===== src/rtl/fetch_pkg.sv =====
// fetch_pkg: shared types and constants for the instruction line fetcher.
//   fetch_state_e : line fetch FSM states
//   LINE_WORDS    : instruction words per line (one memory burst)
//   LINE_BYTES    : bytes per line; line base addresses are aligned to this
//   OFFSET_W      : width of a word index within a line
package fetch_pkg;

  typedef enum logic [1:0] {
    IDLE  = 2'd0,
    REQ   = 2'd1,
    BURST = 2'd2,
    DRAIN = 2'd3
  } fetch_state_e;

  localparam int unsigned LINE_WORDS = 4;
  localparam int unsigned LINE_BYTES = 16;
  localparam int unsigned OFFSET_W   = 2;

endpackage


===== src/rtl/bin_counter_load.sv =====
// bin_counter_load: binary up-counter with synchronous load and optional
// saturation at all-ones.
//   clk, reset   : clock, asynchronous active-low reset (count clears to 0)
//   load         : load load_val this cycle (has priority over en)
//   load_val     : value to load
//   en           : increment this cycle
//   count        : current count
module bin_counter_load #(
  parameter int unsigned WIDTH    = 8,
  parameter bit          SATURATE = 1'b0
) (
  input  logic             clk,
  input  logic             reset,
  input  logic             load,
  input  logic [WIDTH-1:0] load_val,
  input  logic             en,
  output logic [WIDTH-1:0] count
);

  always_ff @(posedge clk or negedge reset) begin
    if (!reset) begin
      count <= '0;
    end else if (load) begin
      count <= load_val;
    end else if (en && !(SATURATE && (count == '1))) begin
      count <= count + WIDTH'(1);
    end
  end

endmodule


===== src/rtl/fetch_line_ctrl.sv =====
// fetch_line_ctrl: upstream producer for the fetch queue. Requests 4-word
// instruction lines from memory (one burst outstanding at most) and pushes each
// returned beat into the queue. A branch redirect flushes the queue, sets the
// pop start word and discards beats that belong to the now-stale burst.
// Ports:
//   clk, reset            clock, asynchronous active-low reset
//   redirect, redirect_pc one-cycle branch redirect and target byte address
//   mem_req, mem_addr     line request (held until mem_gnt), line base address
//   mem_gnt               request accepted
//   mem_rvalid/rdata/rlast read beat valid, data, last beat of the burst
//   q_push, q_data        queue push and write data (q_data = mem_rdata)
//   q_flush, q_offset     queue flush pulse and pop start word
//   q_wp, q_rp            queue write/read pointers (PTR_W bits)
// Optional (macro FETCH_PERF_CNT_EN): perf_stall_cnt, perf_drop_cnt, both
// saturating 32-bit counters of room-starved IDLE cycles and dropped beats.
module fetch_line_ctrl
  import fetch_pkg::*;
#(
  parameter int unsigned            DATA_WIDTH  = 32,
  parameter int unsigned            ADDR_WIDTH  = 32,
  parameter int unsigned            QUEUE_DEPTH = 64,
  parameter logic [ADDR_WIDTH-1:0]  RESET_PC    = '0,
  localparam int unsigned           PTR_W       = $clog2(QUEUE_DEPTH) + 1
) (
  input  logic                  clk,
  input  logic                  reset,
  input  logic                  redirect,
  input  logic [ADDR_WIDTH-1:0] redirect_pc,
  output logic                  mem_req,
  output logic [ADDR_WIDTH-1:0] mem_addr,
  input  logic                  mem_gnt,
  input  logic                  mem_rvalid,
  input  logic [DATA_WIDTH-1:0] mem_rdata,
  input  logic                  mem_rlast,
  output logic                  q_push,
  output logic [DATA_WIDTH-1:0] q_data,
  output logic                  q_flush,
  output logic [OFFSET_W-1:0]   q_offset,
  input  logic [PTR_W-1:0]      q_wp,
  input  logic [PTR_W-1:0]      q_rp
`ifdef FETCH_PERF_CNT_EN
  ,
  output logic [31:0]           perf_stall_cnt,
  output logic [31:0]           perf_drop_cnt
`endif
);

  localparam logic [ADDR_WIDTH-1:0] LINE_MASK  = ~ADDR_WIDTH'(LINE_BYTES - 1);
  localparam logic [ADDR_WIDTH-1:0] RESET_LINE = RESET_PC & LINE_MASK;
  localparam logic [PTR_W-1:0]      ROOM_MAX   = PTR_W'(QUEUE_DEPTH - LINE_WORDS);
  localparam logic [PTR_W-1:0]      FULL_OCC   = PTR_W'(QUEUE_DEPTH);

  fetch_state_e            state_q, state_d;
  logic [ADDR_WIDTH-1:0]   line_pc_q, line_pc_d;
  logic                    first_line_q, first_line_d;
  logic                    pending_q, pending_d;
  logic                    mem_req_d;
  logic [ADDR_WIDTH-1:0]   mem_addr_d;
  logic                    q_flush_d;
  logic [OFFSET_W-1:0]     q_offset_d;
  logic [PTR_W-1:0]        occ;
  logic                    room;
  logic                    beat_last;
  logic [OFFSET_W-1:0]     beat_cnt;
  logic                    unused_pc_bits;

  assign occ       = q_wp - q_rp;
  // The first line after reset/redirect is fetched unconditionally: the queue
  // is empty (or being flushed) at that point.
  assign room      = first_line_q || (occ <= ROOM_MAX);
  assign beat_last = mem_rvalid && mem_rlast;
  assign q_data    = mem_rdata;
  // A beat coinciding with a redirect is already stale.
  assign q_push    = (state_q == BURST) && mem_rvalid && !redirect;
  assign unused_pc_bits = ^redirect_pc[1:0];

  always_comb begin
    state_d      = state_q;
    line_pc_d    = line_pc_q;
    first_line_d = first_line_q;
    pending_d    = pending_q;
    mem_req_d    = mem_req;
    mem_addr_d   = mem_addr;
    q_flush_d    = redirect;
    q_offset_d   = redirect ? redirect_pc[OFFSET_W+1:2] : q_offset;

    case (state_q)
      IDLE: begin
        // Issuing in a redirect cycle would use the old line_pc.
        if (room && !redirect) begin
          state_d    = REQ;
          mem_req_d  = 1'b1;
          mem_addr_d = line_pc_q;
        end
      end
      REQ: begin
        // The request cannot be withdrawn; remember to discard its burst.
        if (redirect) pending_d = 1'b1;
        if (mem_gnt) begin
          mem_req_d = 1'b0;
          pending_d = 1'b0;
          state_d   = (pending_q || redirect) ? DRAIN : BURST;
        end
      end
      BURST: begin
        if (redirect) begin
          state_d = beat_last ? IDLE : DRAIN;
        end else if (beat_last) begin
          first_line_d = 1'b0;
          line_pc_d    = line_pc_q + ADDR_WIDTH'(LINE_BYTES);
          state_d      = IDLE;
        end
      end
      DRAIN: begin
        if (beat_last) state_d = IDLE;
      end
      default: state_d = IDLE;
    endcase

    if (redirect) begin
      line_pc_d    = redirect_pc & LINE_MASK;
      first_line_d = 1'b1;
    end
  end

  always_ff @(posedge clk or negedge reset) begin
    if (!reset) begin
      state_q      <= IDLE;
      line_pc_q    <= RESET_LINE;
      first_line_q <= 1'b1;
      pending_q    <= 1'b0;
      mem_req      <= 1'b0;
      mem_addr     <= RESET_LINE;
      q_flush      <= 1'b0;
      q_offset     <= '0;
    end else begin
      state_q      <= state_d;
      line_pc_q    <= line_pc_d;
      first_line_q <= first_line_d;
      pending_q    <= pending_d;
      mem_req      <= mem_req_d;
      mem_addr     <= mem_addr_d;
      q_flush      <= q_flush_d;
      q_offset     <= q_offset_d;
    end
  end

  // Beats seen in the current burst, restarted at grant.
  bin_counter_load #(
    .WIDTH    (OFFSET_W),
    .SATURATE (1'b0)
  ) u_beat_cnt (
    .clk      (clk),
    .reset    (reset),
    .load     ((state_q == REQ) && mem_gnt),
    .load_val ('0),
    .en       (mem_rvalid && ((state_q == BURST) || (state_q == DRAIN))),
    .count    (beat_cnt)
  );

  assert property (@(posedge clk) disable iff (!reset)
    !(q_push && (occ >= FULL_OCC)));

  assert property (@(posedge clk) disable iff (!reset)
    (beat_last && ((state_q == BURST) || (state_q == DRAIN)))
      |-> (beat_cnt == OFFSET_W'(LINE_WORDS - 1)));

`ifdef FETCH_PERF_CNT_EN
  bin_counter_load #(
    .WIDTH    (32),
    .SATURATE (1'b1)
  ) u_stall_cnt (
    .clk      (clk),
    .reset    (reset),
    .load     (1'b0),
    .load_val ('0),
    .en       ((state_q == IDLE) && !room),
    .count    (perf_stall_cnt)
  );

  bin_counter_load #(
    .WIDTH    (32),
    .SATURATE (1'b1)
  ) u_drop_cnt (
    .clk      (clk),
    .reset    (reset),
    .load     (1'b0),
    .load_val ('0),
    .en       (mem_rvalid && ((state_q == DRAIN) || ((state_q == BURST) && redirect))),
    .count    (perf_drop_cnt)
  );
`endif

endmodule


===== config.mk =====
export PLATFORM = sky130hd
export DESIGN_NAME = fetch_line_ctrl
export DESIGN_NICKNAME = d
export VERILOG_FILES = /design/src/rtl/fetch_pkg.sv /design/src/rtl/bin_counter_load.sv /design/src/rtl/fetch_line_ctrl.sv
export SDC_FILE = /design/constraint.sdc
export NUM_CORES = 1
export LEC_CHECK = 0
export ABC_CLOCK_PERIOD_IN_PS = 1800
export BUFFER_PORTS_ARGS = -buffer_cell sky130_fd_sc_hd__buf_2
export CORE_ASPECT_RATIO = 0.8
export CORE_MARGIN = 3
export CORE_UTILIZATION = 43
export DETAILED_ROUTE_END_ITERATION = 7
export MAX_ROUTING_LAYER = met4
export PLACE_DENSITY = 0.84
export SYNTH_ARGS = -nofsm -noshare
export SYNTH_HDL_FRONTEND = slang
export SYNTH_SLANG_ARGS = --single-unit

===== constraint.sdc =====
create_clock -name clk -period 1.8 [get_ports clk]
set_clock_uncertainty 0.15 [all_clocks]
set_input_delay 0.27 -clock clk [delete_from_list [all_inputs] [get_ports clk]]
set_output_delay 0.27 -clock clk [all_outputs]
set_load 0.02 [all_outputs]

==> results.sh <==
export IMPL_violations="negative setup slack"
export IMPL_die_h_um=87.2
export IMPL_synth_top_family_by_area="simple AND/OR/NAND/NOR gates"
export IMPL_drt_pass1_iter_count=4
export IMPL_power_leakage_nw=2.35
export IMPL_die_w_um=108
export IMPL_grt_pass1_vias=3002
export IMPL_period_minus_slack_ps=1850
export IMPL_max_vdd_ir_drop_uv=705
export IMPL_switching_share_pct=33.9
export IMPL_async_flop_share_pct=100
export IMPL_netlist_area_um2=3540
export IMPL_grt_max_degree=65
export IMPL_p_int_mw=3.99
export IMPL_syn_to_final_growth_pct=36.4
export IMPL_core_area_um2=7710
export IMPL_finalMaxSlewViolations=0
export IMPL_crit_fanout=5
export IMPL_hold_path_depth=3
export IMPL_final_util_pct=62.7
export IMPL_timing_fmax_ghz=0.542
export IMPL_yosys_cell_types_count=46
export IMPL_power_switching_mw=2.05
export IMPL_clkPwrFrac_pct=23.5
export IMPL_min_period_over_period_pct=103
export IMPL_port_buffers=82
export IMPL_grt_first_pass_wirelength_mm=14.4
export IMPL_grt_ovfl_total=0
export IMPL_worstSkewPairLatency_ps=340
export IMPL_start_util_pct=46.0
export IMPL_stdcell_count=553
export IMPL_grt_util_all_layers_pct=20.2
export IMPL_criticalPathCategory="in2reg"
export IMPL_synth_flop_cell="dfrtp_1"
export IMPL_power_frac_seq_pct=36.5
export IMPL_cts_tree="done"
export IMPL_synth_area_per_cell_um2=10.4
export IMPL_antenna_found_initial=0
export IMPL_endpoint_kind="register"
export IMPL_clock_sinks=64
export IMPL_yosys_area_share_simple_pct=16.7
export IMPL_cts_buffers=9
export IMPL_fin_setup_tns_ps=-817
export IMPL_dp_hpwl_mm=6.33
export IMPL_regToRegStartpoint="first_line_q"
export IMPL_worst_slack_ps=-46.0
export IMPL_critical_path_required_ps=1880
export IMPL_io_pins=153
export IMPL_drv_cap=0
export IMPL_rsz0062_at_grt="true"
export IMPL_hold_end="line_pc_q[17]"
export IMPL_synth_xor_area_share_pct=6.18
export IMPL_start_kind="input pin"
export IMPL_synth_fa_ha_area_share_pct=2.47
export IMPL_rows=28
export IMPL_p_per_area_nw_per_um2=1250
export IMPL_muxShareOfSynthArea_pct=9.81
export IMPL_ys_warn_count=0
export IMPL_r2r_end="mem_addr[16]"
export IMPL_cts_root_buf="clkbuf_8"
export IMPL_holdWs_ps=5.81
export IMPL_drc=0
export IMPL_h_tree_depth=3
export IMPL_min_path_type="in2reg"
export IMPL_via_per_inst=5.20
export IMPL_nets=534
export IMPL_final_hold_violation_count=0
export IMPL_cts_path_max_buffers=2
export IMPL_setup_violations=25
export IMPL_place_inst=513
export IMPL_cp_arrival_ps=1920
export IMPL_clkTransAtPathRegs_ps=80
export IMPL_ys_ff_latch=64
export IMPL_syn_inst=342
export IMPL_vias=2876
export IMPL_status="finished with violations"
export IMPL_dr_first_iter_drc_count=239
export IMPL_wl_per_cell_um=17.0
export IMPL_drive_gt1_share_pct=46.7
export IMPL_synth_compound_area_share_pct=8.15
export IMPL_dieArea_um2=9380
export IMPL_synth_edf_count=0
export IMPL_reg2reg_depth=7
export IMPL_gp_congestion=0.825
export IMPL_reg2reg_slack_ps=-30
export IMPL_antenna_diode_count=0
export IMPL_combPwrFrac_pct=40.0
export IMPL_min_from="redirect_pc[17]"
export IMPL_wirelength_mm=9.38
export IMPL_seq_area_frac_synth_pct=45.2
export IMPL_final_antenna_net_count=0
## metal layers
metal / track usage (%) / wire [um] / vias up
li1: - / - / 1355
met1: 25.3 / 4050 / 1382
met2: 33.2 / 4600 / 107
met3: 4.74 / 501 / 32
met4: 5.39 / 231 / 0
met5: - / 0 / -
## how the worst max path moves through the flow
stage,from,to,depth (start not counted)
floorplan,q_rp[1],mem_addr[10],8
global placement,q_rp[1],mem_addr[20],9
detailed placement,q_rp[1],mem_addr[10],9
CTS,q_rp[1],mem_addr[7],9
global route,line_pc_q[4],line_pc_q[30],7
finish,q_rp[4],mem_addr[8],9
## cells by family (layout without fill, tap and decap cells)
kind of cell | count (synthesis) | after routing
AO/OA/AOI/OAI | 48 | 48
multiplexers | 31 | 31
AND/OR/NAND/NOR | 107 | 107
other | 1 | 4
buffers and inverters | 59 | 162
XOR/XNOR | 25 | 25
flip-flops | 64 | 64
adder cells (fa/ha/maj) | 7 | 7
## cells in the mapped netlist (6+ instances only)
cell type,number,area [um2]
dfrtp_1,63,1580
nand2_1,41,154
buf_4,40,300
mux2_2,30,338
o21ai_0,21,105
xor2_1,19,166
nand4_1,14,87.6
nor2_1,10,37.5
inv_1,8,30.0
ha_1,7,87.6
and2_1,6,37.5
and3_1,6,37.5
clkbuf_1,6,22.5
nand3_1,6,30.0
o21ai_1,6,30.0
xnor2_1,6,52.6
## stage by stage
stage          area (um2)  power (mW)  setup WS [ps]
2_1_floorplan        3720        3.72           -149
3_3_place_gp         4170        4.30           -393
3_5_place_dp         4170        4.37           -412
4_1_cts              4650        5.94          -28.3
5_1_grt              4840        6.34           -116
6_report             4840        6.04          -46.0
## power groups by stage
| stage | registers (mW) | logic, mW | clock network (mW) |
|---|---|---|---|
| 4_1_cts | 2.18 | 2.32 | 1.44 |
| 3_3_place_gp | 2.18 | 2.11 | 0 |
| 2_1_floorplan | 2.55 | 1.17 | 0 |
| 5_1_grt | 2.26 | 2.56 | 1.51 |
| 6_report | 2.21 | 2.41 | 1.42 |
| 3_5_place_dp | 2.19 | 2.18 | 0 |
## worst max-delay path, cell delays in order
cell and delay, ps:
buf_2 70, inv_1 50, ha_4 290, xor2_1 160, nand4_1 120, o31a_1 280, nand3b_4 120, bufbuf_16 270
mux2_4 290
## flip-flops by register name (all words and copies together) (netlist names)
| register | cells |
|---|---|
| first_line_q | 1 |
| line_pc_q | 28 |
| mem_addr | 28 |
| mem_req | 1 |
| pending_q | 1 |
| q_flush | 1 |
| q_offset | 2 |
| state_q | 2 |
## layout by cell type (no fill, tap or decap), drive strengths merged, types with 4 or more instances in the layout
master and instances:
inv 10, nand3 7, and4 6, mux2 30, nor2 10, o21ai 27, a22oi 4, conb 4
clkbuf 11, nor3 5, nand4 14, xor2 19, xnor2 6, and3 6, and2 6, buf 123
nand2 42, ha 7, a21oi 5, dfrtp 63, dlygate4sd3 13
## cell type report
cell class,instances,area [um2]
clock buffer,10,138
clock inverter,6,90.1
fill,593,2870
inverter,8,42.5
multi-input combinational,222,1830
sequential,64,1600
tap,105,131
timing repair buffer,138,1000
## what timing repair did
item	CTS	global route
endpoints found under the hold margin	74	1
cloned	1	1
setup endpoints to repair	34	48
gates resized for setup	13	35
pin swaps	7	19
setup buffers	7	4
hold buffers	12	1
(Power assumes the default switching activity.)
